[src/rtl/controlador_exibicao.sv]
// Sequence display controller: fetches one-hot items from memory, lights them for T_ON
// cycles with T_OFF gaps, pulses pronto when done. Optional macro PISCA_FIM_EN adds an end flash.
module controlador_exibicao #(
    parameter int T_ON  = 1000,
    parameter int T_OFF = 500
) (
    input  logic       clock,
    input  logic       reset,
    input  logic       iniciar,
    input  logic       cancela,
    input  logic [3:0] limite,
    input  logic [3:0] dado_mem,
    output logic [3:0] endereco,
    output logic [3:0] leds,
    output logic       ocupado,
    output logic       pronto,
    output logic [2:0] db_estado
);

    // state   | meaning
    // OCIOSO  | idle, waiting for iniciar
    // CARREGA | one-cycle memory fetch for current endereco
    // ACESO   | item shown on leds for T_ON cycles
    // APAGADO | leds dark for T_OFF cycles, then next item or FIM
    // FIM     | completion (optional all-on flash), pronto pulse
    typedef enum logic [2:0] {
        OCIOSO  = 3'd0,
        CARREGA = 3'd1,
        ACESO   = 3'd2,
        APAGADO = 3'd3,
        FIM     = 3'd4
    } estado_t;

    localparam logic [15:0] L_ON_ULT  = 16'(T_ON - 1);
    localparam logic [15:0] L_OFF_ULT = 16'(T_OFF - 1);

    estado_t     r_estado;
    logic [15:0] r_cnt;
    logic [3:0]  r_endereco;
    logic [3:0]  r_leds;
    logic        r_ocupado;
    logic        r_pronto;

    always_ff @(posedge clock) begin
        if (reset) begin
            r_estado   <= OCIOSO;
            r_cnt      <= 16'd0;
            r_endereco <= 4'd0;
            r_leds     <= 4'd0;
            r_ocupado  <= 1'b0;
            r_pronto   <= 1'b0;
        end else if (cancela) begin
            r_estado  <= OCIOSO;
            r_cnt     <= 16'd0;
            r_leds    <= 4'd0;
            r_ocupado <= 1'b0;
            r_pronto  <= 1'b0;
        end else begin
            case (r_estado)
                OCIOSO: begin
                    r_leds   <= 4'd0;
                    r_pronto <= 1'b0;
                    if (iniciar) begin
                        r_endereco <= 4'd0;
                        r_estado   <= CARREGA;
                        r_ocupado  <= 1'b1;
                    end
                end
                CARREGA: begin
                    r_estado <= ACESO;
                    r_leds   <= dado_mem;
                    r_cnt    <= 16'd0;
                end
                ACESO: begin
                    if (r_cnt == L_ON_ULT) begin
                        r_estado <= APAGADO;
                        r_leds   <= 4'd0;
                        r_cnt    <= 16'd0;
                    end else begin
                        r_cnt <= r_cnt + 16'd1;
                    end
                end
                APAGADO: begin
                    if (r_cnt == L_OFF_ULT) begin
                        r_cnt <= 16'd0;
                        if (r_endereco == limite) begin
                            r_estado <= FIM;
`ifdef PISCA_FIM_EN
                            r_leds   <= 4'b1111;
`else
                            r_pronto <= 1'b1;
`endif
                        end else begin
                            // limite <= 15 stops the sequence before endereco can wrap
                            r_endereco <= r_endereco + 4'd1;
                            r_estado   <= CARREGA;
                        end
                    end else begin
                        r_cnt <= r_cnt + 16'd1;
                    end
                end
                FIM: begin
`ifdef PISCA_FIM_EN
                    if (r_pronto) begin
                        r_estado  <= OCIOSO;
                        r_pronto  <= 1'b0;
                        r_ocupado <= 1'b0;
                    end else if (r_cnt == L_OFF_ULT) begin
                        r_leds   <= 4'd0;
                        r_pronto <= 1'b1;
                        r_cnt    <= 16'd0;
                    end else begin
                        r_cnt <= r_cnt + 16'd1;
                    end
`else
                    r_estado  <= OCIOSO;
                    r_leds    <= 4'd0;
                    r_pronto  <= 1'b0;
                    r_ocupado <= 1'b0;
`endif
                end
                default: begin
                    r_estado  <= OCIOSO;
                    r_cnt     <= 16'd0;
                    r_leds    <= 4'd0;
                    r_pronto  <= 1'b0;
                    r_ocupado <= 1'b0;
                end
            endcase
        end
    end

    assign endereco  = r_endereco;
    assign leds      = r_leds;
    assign ocupado   = r_ocupado;
    assign pronto    = r_pronto;
    assign db_estado = r_estado;

endmodule

[config.mk]
export PLATFORM = sky130hd
export DESIGN_NAME = controlador_exibicao
export DESIGN_NICKNAME = d
export VERILOG_FILES = /design/src/rtl/controlador_exibicao.sv
export SDC_FILE = /design/constraint.sdc
export NUM_CORES = 1
export LEC_CHECK = 0
export BUFFER_PORTS_ARGS = -buffer_cell sky130_fd_sc_hd__clkbuf_2
export CAP_MARGIN = 0
export CORE_ASPECT_RATIO = 1.2
export CORE_UTILIZATION = 45
export CTS_CLUSTER_SIZE = 20
export DETAILED_ROUTE_END_ITERATION = 7
export PLACE_DENSITY = 0.66
export SLEW_MARGIN = 20
export SYNTH_ARGS = -nofsm -noshare
export SYNTH_HDL_FRONTEND = slang
export SYNTH_SLANG_ARGS = --single-unit
[constraint.sdc]
create_clock -name clock -period 2.3 [get_ports clock]
set_input_delay 0.115 -clock clock [delete_from_list [all_inputs] [get_ports clock]]
set_output_delay 0.115 -clock clock [all_outputs]
set_load 0.05 [all_outputs]
# After elaboration in Yosys (flattened, before gate mapping)
# Index checks and enable logic that the tools add are counted.
dict set report word_totals {
  ff_bits 29
  in_bits 12
  wordCells 54
}
dict set report op_classes {
  n_addsub 2
  n_eq_ne 12
  muxes 19
  n_bitwise 4
  n_reduce_logical 11
}
# op n
set op_table {}
lappend op_table {{one-hot mux 16 bit (3 select lines)} 1}
lappend op_table {{two-way mux 16 bit} 2}
lappend op_table {{adder 16 x 1 -> 16 bit (second input constant)} 1}
lappend op_table {{== test 16 x 10 -> 1 bit (second input constant)} 1}
lappend op_table {{== test 16 x 9 -> 1 bit (second input constant)} 1}
lappend op_table {{two-way mux 4 bit} 4}
lappend op_table {{two-way mux 3 bit} 4}
lappend op_table {{one-hot mux 3 bit (4 select lines)} 1}
lappend op_table {{one-hot mux 4 bit (3 select lines)} 1}
lappend op_table {{inequality test 2 bit (second input constant)} 5}
lappend op_table {{one-hot mux 4 bit (2 select lines)} 1}
lappend op_table {{== test 3 x 2 -> 1 bit (second input constant)} 2}
lappend op_table {{AND reduction 3 bit} 2}
lappend op_table {{OR reduction 2 bit} 3}
lappend op_table {{AND reduction 5 bit} 1}
lappend op_table {{adder 4 x 1 -> 4 bit (second input constant)} 1}
lappend op_table {{== test 4 bit} 1}
lappend op_table {{NOT 1 bit} 4}
lappend op_table {{one-hot mux 1 bit (2 select lines)} 2}
lappend op_table {{AND reduction 2 bit} 2}
lappend op_table {{== test 3 x 1 -> 1 bit (second input constant)} 1}
lappend op_table {{== test 3 bit (second input constant)} 1}
lappend op_table {{zero test 3 bit} 1}
lappend op_table {{two-way mux 1 bit} 3}
lappend op_table {{other kinds (2)} 2}

# Logic depth before layout (Yosys ltp)
dict set report logic_depth {
  word_depth 4
  mapped_depth 6
}

# Worst setup path before layout
# OpenSTA, ideal clock, no wires.
dict set report synth_path {
  path_type {register to register}
  start {register r_cnt[0]}
  end {register r_cnt[2]}
  setup_time_ps 124
  t_arrival_ps 1868
  t_required_ps 2176
  setup_slack_ps 308
  stages_incl_launch_ff 7
  path_buffers 0
  synth_period_minus_slack_ps 1992
  path_cell_list {dfxtp_1 > ha_1 > or4bb_1 > nor4_4 > o22ai_2 > o21ai_2 > nor2_1}
}
dict set report synth_between {
  elab_chain_len 3
  elab_cells_between_ends 6
  cone_classes {add/sub: 1; eq/ne: 2; mux: 3}
}
# item line_no
set synth_rtl {}
lappend synth_rtl {{from (decl)} 38} ;# logic [15:0] r_cnt;
lappend synth_rtl {{from (signal assigned)} 80} ;# r_cnt <= r_cnt + 16'd1;
lappend synth_rtl {{from (signal assigned)} 99} ;# r_cnt <= r_cnt + 16'd1;
lappend synth_rtl {{adder 16 x 1 -> 16 bit (tied with other cells)} {80, 99}}
lappend synth_rtl {{two-way mux 16 bit, on equally long branches} {84, 75}}
lappend synth_rtl {{one-hot mux 16 bit (3 select lines) (*)} 59} ;# case (r_estado)
# Every way passes the cells marked *; elsewhere a longest branch is shown, timed or not.
# A chain may end at the register's enable or synchronous reset.

# Worst setup path after layout
dict set report layout_path {
  start {register r_cnt[0]}
  end {register r_cnt[7]}
}
# The elaborated chain is that of the path after synthesis.

==> results.md <==
- The total global routing track utilization is 21.48%.
- Of the available clock period, the critical path in the final layout requires 94.88%.
- At the end of routability-driven placement, the weighted congestion stood at 0.8098.
- The routed via count divided by cell count is 5.787.
- The half-perimeter wire length after detailed placement is 2.404 mm.
- The total of endpoints with negative setup slack in the final report is 0.
- The category of the worst setup path launch point is a register.
- The number of antenna violations at the first check in global routing is 0.
- The die width is 53.85 um.
- The worst setup path is captured at a register.
- The mapped netlist covers 1451 um2.
- Input and output buffers added on the ports amount to 24.
- Measured against its own limit, the worst slew margin works out to 67.35%.
- The clock tree from TritonCTS is done.
- The number of flops mapped to enable cells by yosys is 0.
- The Yosys step of the flow raised 0 warnings.
- The reg-to-reg setup timing slack is 120 ps.
- The layout overhead on the synthesized area is 15.95%.
- Max-cap violations in this run came to 0.
- The first-pass GRT wire length is 5.451 mm.
- Row generation in the floorplan step produced 22 rows.
- The detail route stage leaves a number of antenna-violating nets equal to 0.
- The number of buffers created by CTS is 5.
- Setup repair after global routing could not meet its margin everywhere.
- The final max-slew violation count is 0.
- The final count of hold timing violations is 0.
- The maximum fanout along the worst path is 7.
- The iteration count of the initial detailed-routing pass is 4.
- The floorplan step defined a die boundary enclosing 3457 um2.
- The buffer type at the clock tree root is sky130_fd_sc_hd__clkbuf_4.
- The later pin in the worst-skew pair is clocked with a latency of 330 ps.
- Detailed routing inserted a total of 1360 vias.
- In this run the worst hold path is classified as input port to register.
- By startpoint and endpoint, the worst setup path is classified as register to register.
- The proportion of synthesized chip area in sequential cells is 40.00%.
- Counting every sink on the clock net gives 29.
- The number of nets produced by synthesis is 183.
- The maximum root-to-sink buffer count is 2.
- The worst slack after detailed placement is 135.0 ps.
- For the pin with the worst max-slew slack, the measured transition is 485.3 ps.
- The fraction of registers with async set/reset is 0%.
- The utilization after layout is 55.08%.
- The time the final worst path needs with I/O delays and setup is 2182 ps.
- In this run the vertical extent of the chip is 64.21 um.
- The total wire length is 3.199 mm.
- Synthesis produced 169 cells.
- Synthesis inferred 29 register bits.
- Summed over all layers, the global routing overflow is 0.
- The data arrival time of the worst path is 2390 ps.
- The number of filler cells placed in the layout is 293.
- The via count of the first global-routing pass is 1247.
- The maximum clock frequency is 458.3 MHz.
- The number of hold buffers added after CTS was 0.
- Entering global routing, the biggest net connects 14 pins.
- The ratio of total power to cell area is 549.2 nW/um2.
- For this design the static power due to leakage is 0.6032 nW.
- The clock transition time at the flip-flop clock pins of the worst setup and hold paths is 90 ps.
- The worst clock skew is 7.787 ps.
- The total number of H-tree levels is 2.
- The total area inside the core boundary comes to 3055 um2.
- The distinct cell type count of the synthesized netlist is 39.
- The data required time of the critical path is 2510 ps.
- The net total in the final layout is 212.
- The remaining design rule violation count is 0.
- The I/O pin total is 25.
- A synthesized cell averages 8.588 um2.
- Cells with a size suffix above 1 make up 21.61% of the layout.
- The run finished with clean final reports.
- The repair_antennas step left the layout with diodes totalling 0.
- The average wire per standard cell is 13.61 um.
- Setup slack closes at 117.8 ps.
- In the synthesized netlist the dominant register cell turns out to be sky130_fd_sc_hd__dfxtp_1.
- The first routing iteration left 35 violations.
- Total power for the finished layout comes to 0.9243 mW.
- The initial cell density of the core is 47.50%.
- Across the VDD grid, the largest voltage drop is 0.3972 mV.
[layer usage]
| metal | share of wire [%] | GRT usage (%) | wire, um |
|---|---|---|---|
| met1 | 46 | 25.77 | 1466 |
| met2 | 49 | 34.72 | 1552 |
| met3 | 4.3 | 7.143 | 136 |
| met4 | 1.4 | 7.237 | 44 |
| met5 | 0 | 0 | 0 |
[per-stage QoR]
| step | hold WS (ps) | setup TNS (ps) | instance area, um2 | instances |
|---|---|---|---|---|
| floorplan | 184.1 | 0 | 1451 | 169 |
| global placement | 353.3 | 0 | 1613 | 227 |
| detailed placement | 361.9 | 0 | 1613 | 227 |
| CTS | 4.345 | 0 | 1683 | 235 |
| global route | 25.31 | -0.9526 | 1683 | 235 |
| finish | 19.99 | 0 | 1683 | 235 |
[state kept, by name, indices dropped and copies added, names as in the netlist]
signal     cells
pronto         1
ocupado        1
leds           4
r_cnt         16
db_estado      3
endereco       4
[cells in the mapped netlist (2+ instances only)]
library cell | n | area (um2)
sky130_fd_sc_hd__nor3_1 | 6 | 30.03
sky130_fd_sc_hd__or3_1 | 2 | 12.51
sky130_fd_sc_hd__xnor2_1 | 7 | 61.31
sky130_fd_sc_hd__nor3b_1 | 2 | 15.01
sky130_fd_sc_hd__nand4_1 | 6 | 37.54
sky130_fd_sc_hd__a211oi_1 | 2 | 15.01
sky130_fd_sc_hd__nand2_1 | 17 | 63.81
sky130_fd_sc_hd__xor2_1 | 6 | 52.55
sky130_fd_sc_hd__and3_1 | 2 | 12.51
sky130_fd_sc_hd__nand3_1 | 8 | 40.04
sky130_fd_sc_hd__nor4b_1 | 2 | 17.52
sky130_fd_sc_hd__a22oi_1 | 5 | 37.54
sky130_fd_sc_hd__a21oi_1 | 5 | 25.02
sky130_fd_sc_hd__dfxtp_1 | 29 | 580.6
sky130_fd_sc_hd__nor2_1 | 20 | 75.07
sky130_fd_sc_hd__o31ai_1 | 2 | 15.01
sky130_fd_sc_hd__a31oi_1 | 5 | 31.28
sky130_fd_sc_hd__or2_2 | 3 | 18.77
sky130_fd_sc_hd__nor4_1 | 2 | 12.51
sky130_fd_sc_hd__ha_1 | 2 | 25.02
sky130_fd_sc_hd__o21ai_0 | 8 | 40.04
sky130_fd_sc_hd__a41oi_1 | 2 | 17.52
sky130_fd_sc_hd__clkbuf_1 | 3 | 11.26
sky130_fd_sc_hd__nand3b_1 | 4 | 30.03
sky130_fd_sc_hd__o22ai_2 | 2 | 25.02
sky130_fd_sc_hd__inv_1 | 3 | 11.26
sky130_fd_sc_hd__nor2b_1 | 2 | 12.51
[worst max-delay path, stage by stage (launching register included)]
cell	delay [ps]
sky130_fd_sc_hd__dfxtp_1	380
sky130_fd_sc_hd__ha_1	180
sky130_fd_sc_hd__or4bb_1	530
sky130_fd_sc_hd__nor4_4	340
sky130_fd_sc_hd__o22ai_2	210
sky130_fd_sc_hd__o21ai_2	330
sky130_fd_sc_hd__nor2_1	100
[cell families (layout without fill, tap and decap cells)]
| kind of cell | after synthesis | count (layout) | synth area share [%] |
|---|---|---|---|
| simple gates | 84 | 84 | 32.50 |
| compound gates | 35 | 35 | 16.38 |
| flops | 29 | 29 | 40.00 |
| xor+xnor | 13 | 13 | 7.845 |
| buf+inv | 6 | 36 | 1.552 |
| fa+ha+maj | 2 | 2 | 1.724 |
[power by group]
| part | leakage (nW) | switching [mW] | internal, mW |
|---|---|---|---|
| Sequential | 0.234 | 0.00391 | 0.505 |
| Combinational | 0.328 | 0.0456 | 0.0225 |
| Clock | 0.0413 | 0.170 | 0.177 |
| Total | 0.603 | 0.220 | 0.704 |
[repair_timing]
action	4_1_cts	5_1_grt
gates resized for setup	0	0
setup buffers	0	0
setup endpoints to repair	0	1
[worst paths after layout]
check | start | to | cells after the start
max | r_cnt[0] | r_cnt[7] | 6
min | dado_mem[0] | leds[0] | 3
max reg2reg | r_cnt[0] | r_cnt[7] | 6
min reg2reg | r_cnt[15] | r_cnt[15] | 1
[layout by cell type, fill, tap and decap left out, drive strengths merged, types with 2 or more instances in the layout]
cell / Yosys / layout
nor2b: 2 / 2
a21oi: 5 / 5
nor4b: 2 / 2
or3: 2 / 2
or2: 3 / 3
nor4: 4 / 4
o22ai: 2 / 2
inv: 3 / 3
xnor2: 7 / 7
nor3: 6 / 6
nand3: 8 / 8
nor2: 20 / 20
nor3b: 2 / 2
a22oi: 5 / 5
ha: 2 / 2
a211oi: 2 / 2
xor2: 6 / 6
o31ai: 2 / 2
nand3b: 4 / 4
dfxtp: 29 / 29
nand4: 6 / 6
a31oi: 5 / 5
and3: 2 / 2
clkbuf: 3 / 31
a41oi: 2 / 2
o21ai: 10 / 10
nand2: 17 / 17
[cell type report]
type                    count  area [um2]  share of cell area [%]
clock buffers               7       65.06                   3.866
clock inverters             1       5.005                  0.2974
inverters                   3       11.26                  0.6691
multi-input cells         134       848.3                   50.41
flip-flops and latches     29       580.6                   34.50
well taps                  36       45.04                   2.677
repair buffers             25       127.6                   7.584
No activity file was read; power rests on OpenSTA's default activity.
